<file path="src/rtl/ppt_pkg.sv">
// Shared definitions for the pulse-per-gate measurement path:
// default widths, the default tick divider and the gate FSM states.
package ppt_pkg;

  localparam int CNT_W_DEF    = 16;
  localparam int LEN_W_DEF    = 16;
  localparam int TICK_DIV_DEF = 1;

  typedef enum logic [1:0] {
    ST_IDLE   = 2'd0,
    ST_GATE   = 2'd1,
    ST_SETTLE = 2'd2
  } gate_state_e;

endpackage

</file>
<file path="src/rtl/gate_controller_if.sv">
// Control, counter and result-handshake bundle between the gate controller
// and its neighbours: software control, pulse_counter and readout.
interface gate_controller_if #(
  parameter int CNT_W = ppt_pkg::CNT_W_DEF,
  parameter int LEN_W = ppt_pkg::LEN_W_DEF
) ();

  logic             start;
  logic             abort;
  logic             continuous;
  logic [LEN_W-1:0] gate_len;
  logic [CNT_W-1:0] count_in;
  logic             run;
  logic             busy;
  logic [CNT_W-1:0] result;
  logic             result_valid;
  logic             result_ack;

  modport master (
    output start, abort, continuous, gate_len, count_in, result_ack,
    input  run, busy, result, result_valid
  );

  modport slave (
    input  start, abort, continuous, gate_len, count_in, result_ack,
    output run, busy, result, result_valid
  );

endinterface

</file>
<file path="src/rtl/gate_tick_gen.sv">
// Enabled prescaler: one-cycle tick every TICK_DIV enabled cycles, restarting
// whenever the enable drops. With TICK_DIV=1 the tick is constantly high.
module gate_tick_gen
  import ppt_pkg::*;
#(
  parameter int TICK_DIV = TICK_DIV_DEF
) (
  input  logic clk,
  input  logic rst_n,
  input  logic en_i,
  output logic tick_o
);

  localparam int            CW   = (TICK_DIV > 1) ? $clog2(TICK_DIV) : 1;
  localparam logic [CW-1:0] LAST = CW'(TICK_DIV - 1);

  logic [CW-1:0] cnt_q;

  always_ff @(posedge clk or negedge rst_n) begin
    if (!rst_n) begin
      cnt_q <= '0;
    end else if (!en_i || (cnt_q == LAST)) begin
      cnt_q <= '0;
    end else begin
      cnt_q <= cnt_q + CW'(1);
    end
  end

  // Counter is held at zero while disabled, so this is low outside a gate when TICK_DIV>1.
  assign tick_o = (cnt_q == LAST);

endmodule

</file>
<file path="src/rtl/gate_controller.sv">
// Measurement window for pulse_counter: drives run for gate_len ticks, snapshots
// the free-running count at gate open and close, and hands the difference to readout.
module gate_controller
  import ppt_pkg::*;
#(
  parameter int CNT_W    = CNT_W_DEF,
  parameter int TICK_DIV = TICK_DIV_DEF,
  parameter int LEN_W    = LEN_W_DEF
) (
  input  logic              clk,
  input  logic              rst_n,
  gate_controller_if.slave  gc
);

  gate_state_e      state_q;
  logic [LEN_W-1:0] len_q;
  logic [LEN_W-1:0] gcnt_q;
  logic             first_q;
  logic [CNT_W-1:0] snap_q;
  logic [CNT_W-1:0] result_q;
  logic             valid_q;
  logic             run_q;
  logic             busy_q;
  logic             tick_en_s;
  logic             tick_s;

  assign tick_en_s = (state_q == ST_GATE);

  gate_tick_gen #(.TICK_DIV(TICK_DIV)) u_tick (
    .clk    (clk),
    .rst_n  (rst_n),
    .en_i   (tick_en_s),
    .tick_o (tick_s)
  );

  always_ff @(posedge clk or negedge rst_n) begin
    if (!rst_n) begin
      state_q  <= ST_IDLE;
      len_q    <= '0;
      gcnt_q   <= '0;
      first_q  <= 1'b0;
      snap_q   <= '0;
      result_q <= '0;
      valid_q  <= 1'b0;
      run_q    <= 1'b0;
      busy_q   <= 1'b0;
    end else begin
      // A result write later in this block overrides a same-cycle acknowledge.
      if (gc.result_ack) begin
        valid_q <= 1'b0;
      end
      case (state_q)
        ST_IDLE: begin
          if (gc.start && !gc.abort) begin
            busy_q <= 1'b1;
            if (gc.gate_len != '0) begin
              len_q   <= gc.gate_len;
              gcnt_q  <= '0;
              first_q <= 1'b1;
              run_q   <= 1'b1;
              state_q <= ST_GATE;
            end else begin
              snap_q  <= gc.count_in;
              run_q   <= 1'b0;
              state_q <= ST_SETTLE;
            end
          end else begin
            run_q  <= 1'b0;
            busy_q <= 1'b0;
          end
        end
        ST_GATE: begin
          if (gc.abort) begin
            first_q <= 1'b0;
            run_q   <= 1'b0;
            busy_q  <= 1'b0;
            state_q <= ST_IDLE;
          end else begin
            // count_in lags run by a cycle, so the first gate cycle still shows the baseline.
            if (first_q) begin
              snap_q  <= gc.count_in;
              first_q <= 1'b0;
            end
            if (tick_s) begin
              if (gcnt_q == (len_q - LEN_W'(1))) begin
                run_q   <= 1'b0;
                state_q <= ST_SETTLE;
              end else begin
                gcnt_q <= gcnt_q + LEN_W'(1);
              end
            end
          end
        end
        ST_SETTLE: begin
          if (gc.abort) begin
            run_q   <= 1'b0;
            busy_q  <= 1'b0;
            state_q <= ST_IDLE;
          end else begin
            result_q <= gc.count_in - snap_q;
            valid_q  <= 1'b1;
            if (gc.continuous && (gc.gate_len != '0)) begin
              len_q   <= gc.gate_len;
              gcnt_q  <= '0;
              first_q <= 1'b1;
              run_q   <= 1'b1;
              busy_q  <= 1'b1;
              state_q <= ST_GATE;
            end else if (gc.continuous) begin
              snap_q  <= gc.count_in;
              run_q   <= 1'b0;
              busy_q  <= 1'b1;
              state_q <= ST_SETTLE;
            end else begin
              run_q   <= 1'b0;
              busy_q  <= 1'b0;
              state_q <= ST_IDLE;
            end
          end
        end
        default: begin
          run_q   <= 1'b0;
          busy_q  <= 1'b0;
          state_q <= ST_IDLE;
        end
      endcase
    end
  end

  assign gc.run          = run_q;
  assign gc.busy         = busy_q;
  assign gc.result       = result_q;
  assign gc.result_valid = valid_q;

endmodule

</file>
<file path="src/flat_wrapper.sv">
// flat-port wrapper written by rule: the top's interface ports become plain ports
module gate_controller_flat import ppt_pkg::*;
#(
  parameter int CNT_W    = CNT_W_DEF,
  parameter int TICK_DIV = TICK_DIV_DEF,
  parameter int LEN_W    = LEN_W_DEF
)
  (clk, rst_n, gc_start, gc_abort, gc_continuous, gc_gate_len, gc_count_in, gc_result_ack, gc_run, gc_busy, gc_result, gc_result_valid);
  gate_controller_if #(.CNT_W(CNT_W), .LEN_W(LEN_W)) gc_i ();
  input  logic clk;
  input  logic rst_n;
  input wire logic [$bits(gc_i.start)-1:0] gc_start;
  input wire logic [$bits(gc_i.abort)-1:0] gc_abort;
  input wire logic [$bits(gc_i.continuous)-1:0] gc_continuous;
  input wire logic [$bits(gc_i.gate_len)-1:0] gc_gate_len;
  input wire logic [$bits(gc_i.count_in)-1:0] gc_count_in;
  input wire logic [$bits(gc_i.result_ack)-1:0] gc_result_ack;
  output wire logic [$bits(gc_i.run)-1:0] gc_run;
  output wire logic [$bits(gc_i.busy)-1:0] gc_busy;
  output wire logic [$bits(gc_i.result)-1:0] gc_result;
  output wire logic [$bits(gc_i.result_valid)-1:0] gc_result_valid;
  assign gc_i.start = gc_start;
  assign gc_i.abort = gc_abort;
  assign gc_i.continuous = gc_continuous;
  assign gc_i.gate_len = gc_gate_len;
  assign gc_i.count_in = gc_count_in;
  assign gc_i.result_ack = gc_result_ack;
  assign gc_run = gc_i.run;
  assign gc_busy = gc_i.busy;
  assign gc_result = gc_i.result;
  assign gc_result_valid = gc_i.result_valid;
  gate_controller #(.CNT_W(CNT_W), .TICK_DIV(TICK_DIV), .LEN_W(LEN_W)) u_core (.clk(clk), .rst_n(rst_n), .gc(gc_i));
endmodule
</file>
<file path="config.mk">
export PLATFORM = sky130hd
export DESIGN_NAME = gate_controller_flat
export DESIGN_NICKNAME = d
export VERILOG_FILES = /design/src/rtl/ppt_pkg.sv /design/src/rtl/gate_controller_if.sv /design/src/rtl/gate_tick_gen.sv /design/src/rtl/gate_controller.sv /design/src/flat_wrapper.sv
export SDC_FILE = /design/constraint.sdc
export NUM_CORES = 1
export LEC_CHECK = 0
export CORE_ASPECT_RATIO = 0.8
export CORE_MARGIN = 4
export CORE_UTILIZATION = 25
export CTS_BUF_LIST = sky130_fd_sc_hd__clkbuf_8
export CTS_CLUSTER_SIZE = 14
export DETAILED_ROUTE_END_ITERATION = 8
export GPL_TIMING_DRIVEN = 0
export MAX_ROUTING_LAYER = met4
export PLACE_DENSITY_LB_ADDON = 0.12
export SETUP_SLACK_MARGIN = 0.05
export SLEW_MARGIN = 20
export SYNTH_ARGS = -nofsm -noshare
export SYNTH_HDL_FRONTEND = slang
export SYNTH_SLANG_ARGS = --single-unit
</file>
<file path="constraint.sdc">
create_clock -name clk -period 3.05 [get_ports clk]
set_clock_uncertainty 0.05 [all_clocks]
set_input_delay 0.305 -clock clk [delete_from_list [all_inputs] [get_ports clk]]
set_output_delay 0.305 -clock clk [all_outputs]
set_load 0.05 [all_outputs]
</file>
==> results.env <==
OUTCOME='completed'
POST_DRT_WL_PER_CELL_UM=15.07
MAX_SLEW_MARGIN_PCT=56.30
NUMBER_OF_STANDARD_CELL_ROWS_IN_THE_FLOORPLAN=42
DRCVIOLATIONCOUNT=0
CRIT_PATH_MAX_INCR_DELAY_NS=0.57
TIMING.HOLD.WORST.CLASS='in -> async'
POST-SYNTH-TOP-AREA-CELL='sky130_fd_sc_hd__dfrtp_1'
SYNTHADDERAREAFRAC_PCT=5.471
GRT_ANTENNA_BEFORE_REPAIR=0
POWER_TOTAL_mW=4.576
CLOCK_TREE.ROOT_CELL='sky130_fd_sc_hd__clkbuf_8'
TOTAL_DETAILED_ROUTING_WIRELENGTH_UM=11870
DIE_AREA_UM2=19180
LOGIC_GATE_SHARE_OF_TOTAL_POWER_PCT=49.6
FIRST_GLOBAL_VIAS=3663
SYNTHXORXNORAREAFRAC_PCT=7.235
YOSYS_MOST_USED_DFF='sky130_fd_sc_hd__dfrtp_1'
FINAL_AREA_UM2=5498
SYNTH.AVG_CELL_AREA_UM2=8.826
PERIOD_NEEDED_NS=2.898
SYNTH.NET_COUNT=538
PLACE_AREA_UM2=5115
CP.ARRIVAL_NS=3.13
WORSTSETUPSTARTPOINTTYPE='flip-flop'
FRACTION_OF_FINAL_LAYOUT_CELLS_SIZED_BEYOND_DRIVE_STRENGTH_1_PCT=11.27
WORSTSKEWPAIRLATENCY_NS=0.37
SYNTH-ASYNC-RESET-RATIO_PCT=100.0
WORST-SETUP-PATH-TYPE='reg -> reg'
FINAL.PERIOD_UTILIZATION_PCT=95.03
DETAILED_PLACE_HPWL_UM=8877
FIRST_PASS_GRT_WIRE_LENGTH_UM=19620
TIMING.CRITICAL_PATH.FANOUT_MAX=4
CRITICAL_PATH.ENDPOINT_TYPE='flip-flop'
GR-USAGE-ALL-LAYERS_PCT=13.18
COMPOUND_GATE_PORTION_OF_THE_SYNTHESIZED_AREA_PCT=16.09
SWSHARE_PCT=42.01
DRV.MAX_CAP_VIOLATION_COUNT=0
SYNTH-EDFF-COUNT=0
POSTSYNTHCELLCOUNT=482
CLOCK_PATH_BUFFERS=2
POST-SYNTH-TOP-AREA-FRACTION_PCT=41.76
TOTALNEGATIVESETUPSLACK_NS=0
MAX_CLOCK_FREQ_GHz=0.3450
HOLD_VIOL_FINAL=0
VIAS_PER_CELL=4.679
DRT_PASS1_ITERATIONS=4
YOSYSWARNINGS=0
DIE_Y_UM=124.7
IO_BUFFER_COUNT=56
DR.FIRST_ITER.DRC_COUNT=130
DETAILROUTE.VIA_COUNT=3687
CTS_INSERTED_BUFFERS=9
GRT-OVFL-TOTAL=0
FINALNETCOUNT=620
CP_SLOWEST_CELL='sky130_fd_sc_hd__or4_4'
TOP_LEVEL_PORTS=57
IR_WORST_VDD_uV=307.3
DIE_X_UM=153.8
CORE_AREA_UM2=16610
RSZ0062_AT_GRT='no'
CLK_PIN_SLEW_WORST_PATHS_NS=0.08
PLACE_CONGESTION=0.7920
LEAKAGE_POWER_OF_THE_DESIGN_nW=2.376
FRACTION_OF_SYNTHESIZED_AREA_IN_MULTIPLEXERS_PCT=1.029
INITIAL_CORE_UTIL_PCT=25.62
LARGEST_FAMILY_OF_LOGIC_CELLS_BY_SYNTHESIZED_AREA='simple AND/OR/NAND/NOR gates'
TOTAL_SWITCHING_POWER_mW=1.922
POWER.CLOCK.FRACTION_PCT=18.6
SEQ_AREA_FRAC_SYNTH_PCT=41.76
SYNTH_CELL_AREA_UM2=4254
SYNTH_TOP_CELLS_BY_AREA='sky130_fd_sc_hd__dfrtp_1 42%, sky130_fd_sc_hd__nand2_1 9.0%, sky130_fd_sc_hd__ha_1 5.0%, sky130_fd_sc_hd__o21ai_0 4.9%, sky130_fd_sc_hd__xnor2_1 4.5%'
LAYOUTNONFILLERINSTCOUNT=788
SYNTH_COMMONEST_CELLS='102 x sky130_fd_sc_hd__nand2_1, 71 x sky130_fd_sc_hd__dfrtp_1, 42 x sky130_fd_sc_hd__o21ai_0'
ANT_NETS=0
TRITONCTS='yes'
POSTSYNTHREGISTERBITS=71
SHARE_SEQ_OF_TOTAL_POWER_PCT=31.8
N_ANTENNA_CELL=0
SYNTH.DISTINCT_CELLS=57
SYNTHTOLAYOUTAREAGROWTH_PCT=29.24
CLOCK_TREE.HTREE_LEVEL_COUNT=3
MOST_INSTANTIATED_LIBRARY_CELL_AFTER_SYNTHESIS='sky130_fd_sc_hd__nand2_1'
CP.REQUIRED_NS=3.29
CTS.SINK_COUNT=71
PIN_COUNT_OF_THE_BIGGEST_NET_ENTERING_GLOBAL_ROUTING=47
WORST_HOLD_SLACK_NS=0.3527
TIMING.FINAL.SETUP_VIOLATIONS=0
CP_CELL_SEQUENCE='or4_4 > o31a_1 > o211ai_1 > a22o_1 > nor4_4 > a21o_4 > buf_4 > or4_1 > a21oi_1'
INTPOWER_mW=2.653
SYNTH-SIMPLE-AREA-SHARE_PCT=24.26
PLACED_CELLS_INCL_TAPS=759
POWER.DENSITY_nW_PER_UM2=832.3
MAX_SLEW.WORST_PIN.SLEW_NS=0.6555
MAXSLEWVIOLCOUNT=0
placed cells by master, fill, tap and decap left out, types with 9 or more instances in the layout:
master	Yosys	layout
sky130_fd_sc_hd__clkbuf_1	16	16
sky130_fd_sc_hd__or4_1	11	10
sky130_fd_sc_hd__ha_1	17	16
sky130_fd_sc_hd__o211ai_1	10	10
sky130_fd_sc_hd__nand3_1	9	9
sky130_fd_sc_hd__xor2_1	10	10
sky130_fd_sc_hd__clkbuf_8	0	10
sky130_fd_sc_hd__dfrtp_1	71	67
sky130_fd_sc_hd__buf_4	0	14
sky130_fd_sc_hd__inv_1	24	24
sky130_fd_sc_hd__nand2_1	102	102
sky130_fd_sc_hd__xnor2_1	22	22
sky130_fd_sc_hd__o21ai_0	42	41
sky130_fd_sc_hd__clkdlybuf4s50_1	0	55
sky130_fd_sc_hd__a21oi_1	18	16
sky130_fd_sc_hd__nor2_1	17	17
cells by family (layout without fill, tap and decap cells):
logic type,Yosys count,in the layout
AOI/OAI and AO/OA,109,109
xor gates and xnor gates,33,33
adders and majority gates,18,18
buffers and inverters,42,128
DFF,71,71
muxes,4,4
other,1,1
and+or+nand+nor,204,204
worst paths after layout:
check / to / start / slack [ns] / cells after the start
max: u_core.gcnt_q[15] / u_core.len_q[11] / 0.15 / 9
min in group clk: u_core.gc.result[13] / u_core.gc.result[13] / 0.44 / 2
min: u_core.gc.result[1] / rst_n / 0.35 / 2
min reg2reg: u_core.gc.result[13] / u_core.gc.result[13] / 0.44 / 2
max reg2reg: u_core.gcnt_q[15] / u_core.len_q[11] / 0.15 / 9
max in group asynchronous: u_core.len_q[11] / rst_n / 2.01 / 3
final cells by class:
cell class                 instances  area, µm²
clock inverter                     5      75.07
buffer                            18      82.58
clock buffer                      10      137.6
inverter                          24      90.09
sequential                        71       1782
fill                            1779      11110
timing repair buffer              71      693.2
multi-input combinational        369       2362
tap                              220      275.3
power by group through the flow:
| stage | Combinational, mW | Sequential (mW) | Clock [mW] |
|---|---|---|---|
| after global placement | 2.14 | 1.47 | 0 |
| after global routing | 2.52 | 1.50 | 0.931 |
| after detailed placement | 2.16 | 1.47 | 0 |
| after floorplan | 1.21 | 1.79 | 0 |
| final | 2.27 | 1.45 | 0.851 |
| after CTS | 2.21 | 1.46 | 0.895 |
sequential cells by signal (all words and copies together), names as in the netlist:
register / cells
u_core.gc.result_valid: 1
u_core.len_q: 16
u_core.first_q: 1
u_core.gcnt_q: 16
u_core.gc.busy: 1
u_core.snap_q: 16
u_core.gc.result: 16
u_core.u_tick.cnt_q: 1
u_core.state_q: 2
u_core.gc.run: 1
metal layers:
metal	up-vias	routed length, µm	track usage [%]
met4	0	208	4.517
met1	1736	6505	19.11
met5	-	0	-
met2	76	4802	18.15
met3	18	357	2.744
li1	1857	-	-
metrics by stage:
step,worst slack (ns),utilization (%)
after detailed placement,-0.2243,30.80
after floorplan,0.1939,-
after CTS,0.06350,32.40
final,0.1515,33.11
after global routing,0.03939,33.11
after global placement,-1.206,30.65
what timing repair did:
action                                  4_1_cts  5_1_grt
endpoints found under the hold margin        25        0
setup buffers                                 4        9
resized for setup                             3       14
endpoints found under the setup margin       17       16
pin swaps                                     4        8
hold buffers                                  1        0
critical path: cells and delay by family, from the launching register on:
| kind | cells | cell delay, ns |
|---|---|---|
| AND/OR/NAND/NOR | 3 | 1.15 |
| AO/OA/AOI/OAI | 5 | 1.03 |
| flip-flops | 1 | 0.44 |
| buffers and inverters | 1 | 0.14 |
Power figures use the tool's default switching activity.
==> edit, RTL diff (same settings) <==
`LEN_W_DEF`: 16 -> 32.
--- a/src/rtl/ppt_pkg.sv
+++ b/src/rtl/ppt_pkg.sv
@@ -3,7 +3,7 @@
 package ppt_pkg;
 
   localparam int CNT_W_DEF    = 16;
-  localparam int LEN_W_DEF    = 16;
+  localparam int LEN_W_DEF    = 32;
   localparam int TICK_DIV_DEF = 1;
 
   typedef enum logic [1:0] {
Ports: changed (resized gc_gate_len); port bits go from 57 to 73. The function was not compared with the original's and may differ.
==> edit against the unedited design <==
Area after synthesis is 53% higher. Total power rose by 63%. Wire length up 69%. Worst setup slack lost 0.68 ns. Maximum frequency shrank 19%. Critical path type unchanged. Sequential cell count is 32 higher. Critical endpoint is now u_core.gcnt_q[22]. Design area increased by 55%. Final cell count rose by 55%. First-iteration DRC count rose to 2.5 times the old value. Largest power group unchanged. The flow now finishes with violations (setup timing). Via count up 58%. Non-clock buffer count increased by 49.
==> edit: results (changes against the unedited design) <==
| Metric | Value |
|---|---|
| Status | `complete, but fails checks` |
| Failing checks | `setup timing` |
| Ant diodes | `0 (unchanged)` |
| Maximum vdd drop | `234 uV (-24%)` |
| Mux share of post-synthesis cell area | `0.00829 (-0.00200)` |
| Htree depth | `3 (unchanged)` |
| Post-synthesis xor/xnor area fraction | `0.0675 (-0.00485)` |
| Clock-pin slew on the worst setup and hold paths | `0.12 ns (+0.04 ns)` |
| Critical Path AT | `3.79 ns (+0.66 ns)` |
| Max-cap violations | `0 (unchanged)` |
| R2R depth | `15 (+6)` |
| Reg2reg start | `u_core.len_q[2]` |
| Final Worst Setup Slack | `-0.524 ns (-0.675 ns)` |
| Class of the tightest hold or removal check | `input port to asynchronous set/reset pin` |
| Worst path max stage delay | `0.56 ns` |
| Number of global-route vias before repair | `5,658 (+54%)` |
| Post-synth top cells | `nand2_1 (160), dfrtp_1 (103), o21ai_0 (42)` |
| Adder-Cell Fraction of Synth Area | `0.0359 (-0.0188)` |
| Total CTS buffers | `9 (unchanged)` |
| Global-route wire length before repair | `32.3 mm (+65%)` |
| DP Wirelength | `14.6 mm (+64%)` |
| Fin Setup TNS | `-15.61 ns (-15.61 ns)` |
| Clock latency at the later pin of the worst-skew pair | `0.40 ns (+0.03 ns)` |
| Sw power | `3.44 mW (+79%)` |
| Routed WL per cell | `16.4 um (+9.1%)` |
| Leakage | `3.51 nW (+48%)` |
| Initial antenna violation count | `1 (+1)` |
| Post-Syn Nets | `823 (+53%)` |
| FF-to-FF End | `u_core.gcnt_q[22]` |
| Gpl congestion | `0.800 (+0.95%)` |
| Ranking of synthesized cells by area | `dfrtp_1 (40%), nand2_1 (9.3%), xnor2_1 (4.9%)` |
| Clock Tree Buf Depth | `2 (unchanged)` |
| Max stage delay cell, worst path | `or4_4` |
| Fraction of layout cells with a size suffix above 1 | `0.167 (+0.0548)` |
| Critical Path Fanout Max | `7 (+3)` |
| Complex-gate fraction of the synthesized area | `0.168 (+0.00710)` |
| Pre-CTS setup slack | `-0.929 ns (-0.705 ns)` |
| Pin count of the biggest net entering global routing | `54 (+15%)` |
| Seq/Total Area, Yosys | `0.397 (-0.0203)` |
| PortBufs | `72 (+29%)` |
| Synth cell types | `78 (+37%)` |
| First DRT Iteration DRCs | `328 (+150%)` |
| Biggest regs | `u_core.gcnt_q: 32 flops, u_core.len_q: 32 flops` |
| CP top delay family | `simple AND/OR/NAND/NOR gates` |
| Worst-Margin Slew | `1.09 ns (+0.435 ns)` |
| Warnings from Yosys | `0 (unchanged)` |
| GRT Resource Usage Total | `0.145 (+0.0127)` |
| Nets | `939 (+51%)` |
| Cell count after synthesis | `751 (+56%)` |
| Drt first pass iters | `4 (unchanged)` |
| Vias/cell | `4.76 (+1.8%)` |
| CTS root buf | `clkbuf_8` |
| Async S/R FF share, synth | `1.00 (unchanged)` |
| Final setup vio count | `35 (+35)` |
[edit: cell types whose count changed in the layout (fill, tap and decap cells not counted), sizes merged, moves of 12 or more]
cell           change
dfrtp             +32
nand3             +15
nand2             +58
or3               +14
nor2              +14
xnor2             +13
buf               +26
or4               +14
clkdlybuf4s50     +16
a21oi             +12
[edit: per-layer routing]
metal	up-vias	part of all wire	GRT usage
li1	2917	-	-
met5	-	0	-
met1	2791	0.55	0.221
met2	104	0.41	0.196
met3	13	0.037	0.0273
met4	0	0.0093	0.0294
[edit: layout make-up]
cell class	instances	area, um^2
well taps	351	439
multi-input cells	583	3870
flip-flops and latches	103	2590
clock inverters	7	105
plain buffers	31	198
repair buffers	107	1070
clock buffers	9	124
fillers	2675	16900
inverters	32	120
[edit: power by group through the flow]
stage          clock, mW  combinational (mW)  sequential (mW)
3_3_place_gp           0                3.66             2.31
2_1_floorplan          0                2.28             2.54
3_5_place_dp           0                3.66             2.30
6_report            1.03                4.11             2.32
4_1_cts             1.09                4.04             2.29
5_1_grt             1.13                4.56             2.40
[edit: worst max path at each step]
stage	start	end	slack [ns]	depth (start not counted)
6_report	u_core.len_q[2]	u_core.gcnt_q[22]	-0.52	15
3_5_place_dp	gc_gate_len[25]	u_core.gcnt_q[30]	-0.93	9
3_3_place_gp	rst_n	u_core.len_q[8]	-3.18	1
5_1_grt	u_core.len_q[5]	u_core.gcnt_q[22]	-0.63	13
2_1_floorplan	u_core.len_q[5]	u_core.gcnt_q[0]	-0.38	10
4_1_cts	u_core.len_q[2]	u_core.gcnt_q[17]	-0.58	14
[edit: timing repair]
action / in CTS / in global routing
endpoints found under the setup margin: 70 / 42
cloned: 2 / 1
hold buffers: 1 / 0
pin swaps: 22 / 27
gates resized for setup: 38 / 34
setup buffers: 24 / 6
endpoints found under the hold margin: 52 / 0
[edit: per-stage QoR]
stage | power, mW | instances | util | instance area (um^2) | hold slack, ns
after floorplan | 4.82 | 751 | - | 6530 | -0.0406
after global placement | 5.97 | 1174 | 0.302 | 7680 | 0.419
after detailed placement | 5.96 | 1175 | 0.303 | 7710 | 0.274
after CTS | 7.42 | 1218 | 0.327 | 8330 | 0.377
after global routing | 8.08 | 1223 | 0.335 | 8520 | 0.395
final | 7.46 | 1223 | 0.335 | 8520 | 0.365
[edit: worst register-to-register path: stages (launching register included)]
cell     delay (ns)
dfrtp_1        0.38
buf_6          0.12
buf_4          0.13
buf_4          0.15
or2_2          0.32
or4_4          0.52
a21oi_2        0.12
and4_1         0.21
nand4_1        0.10
or4_4          0.56
buf_6          0.15
a21oi_4        0.18
buf_6          0.17
buf_12         0.12
or3_4          0.11
a21oi_2        0.04
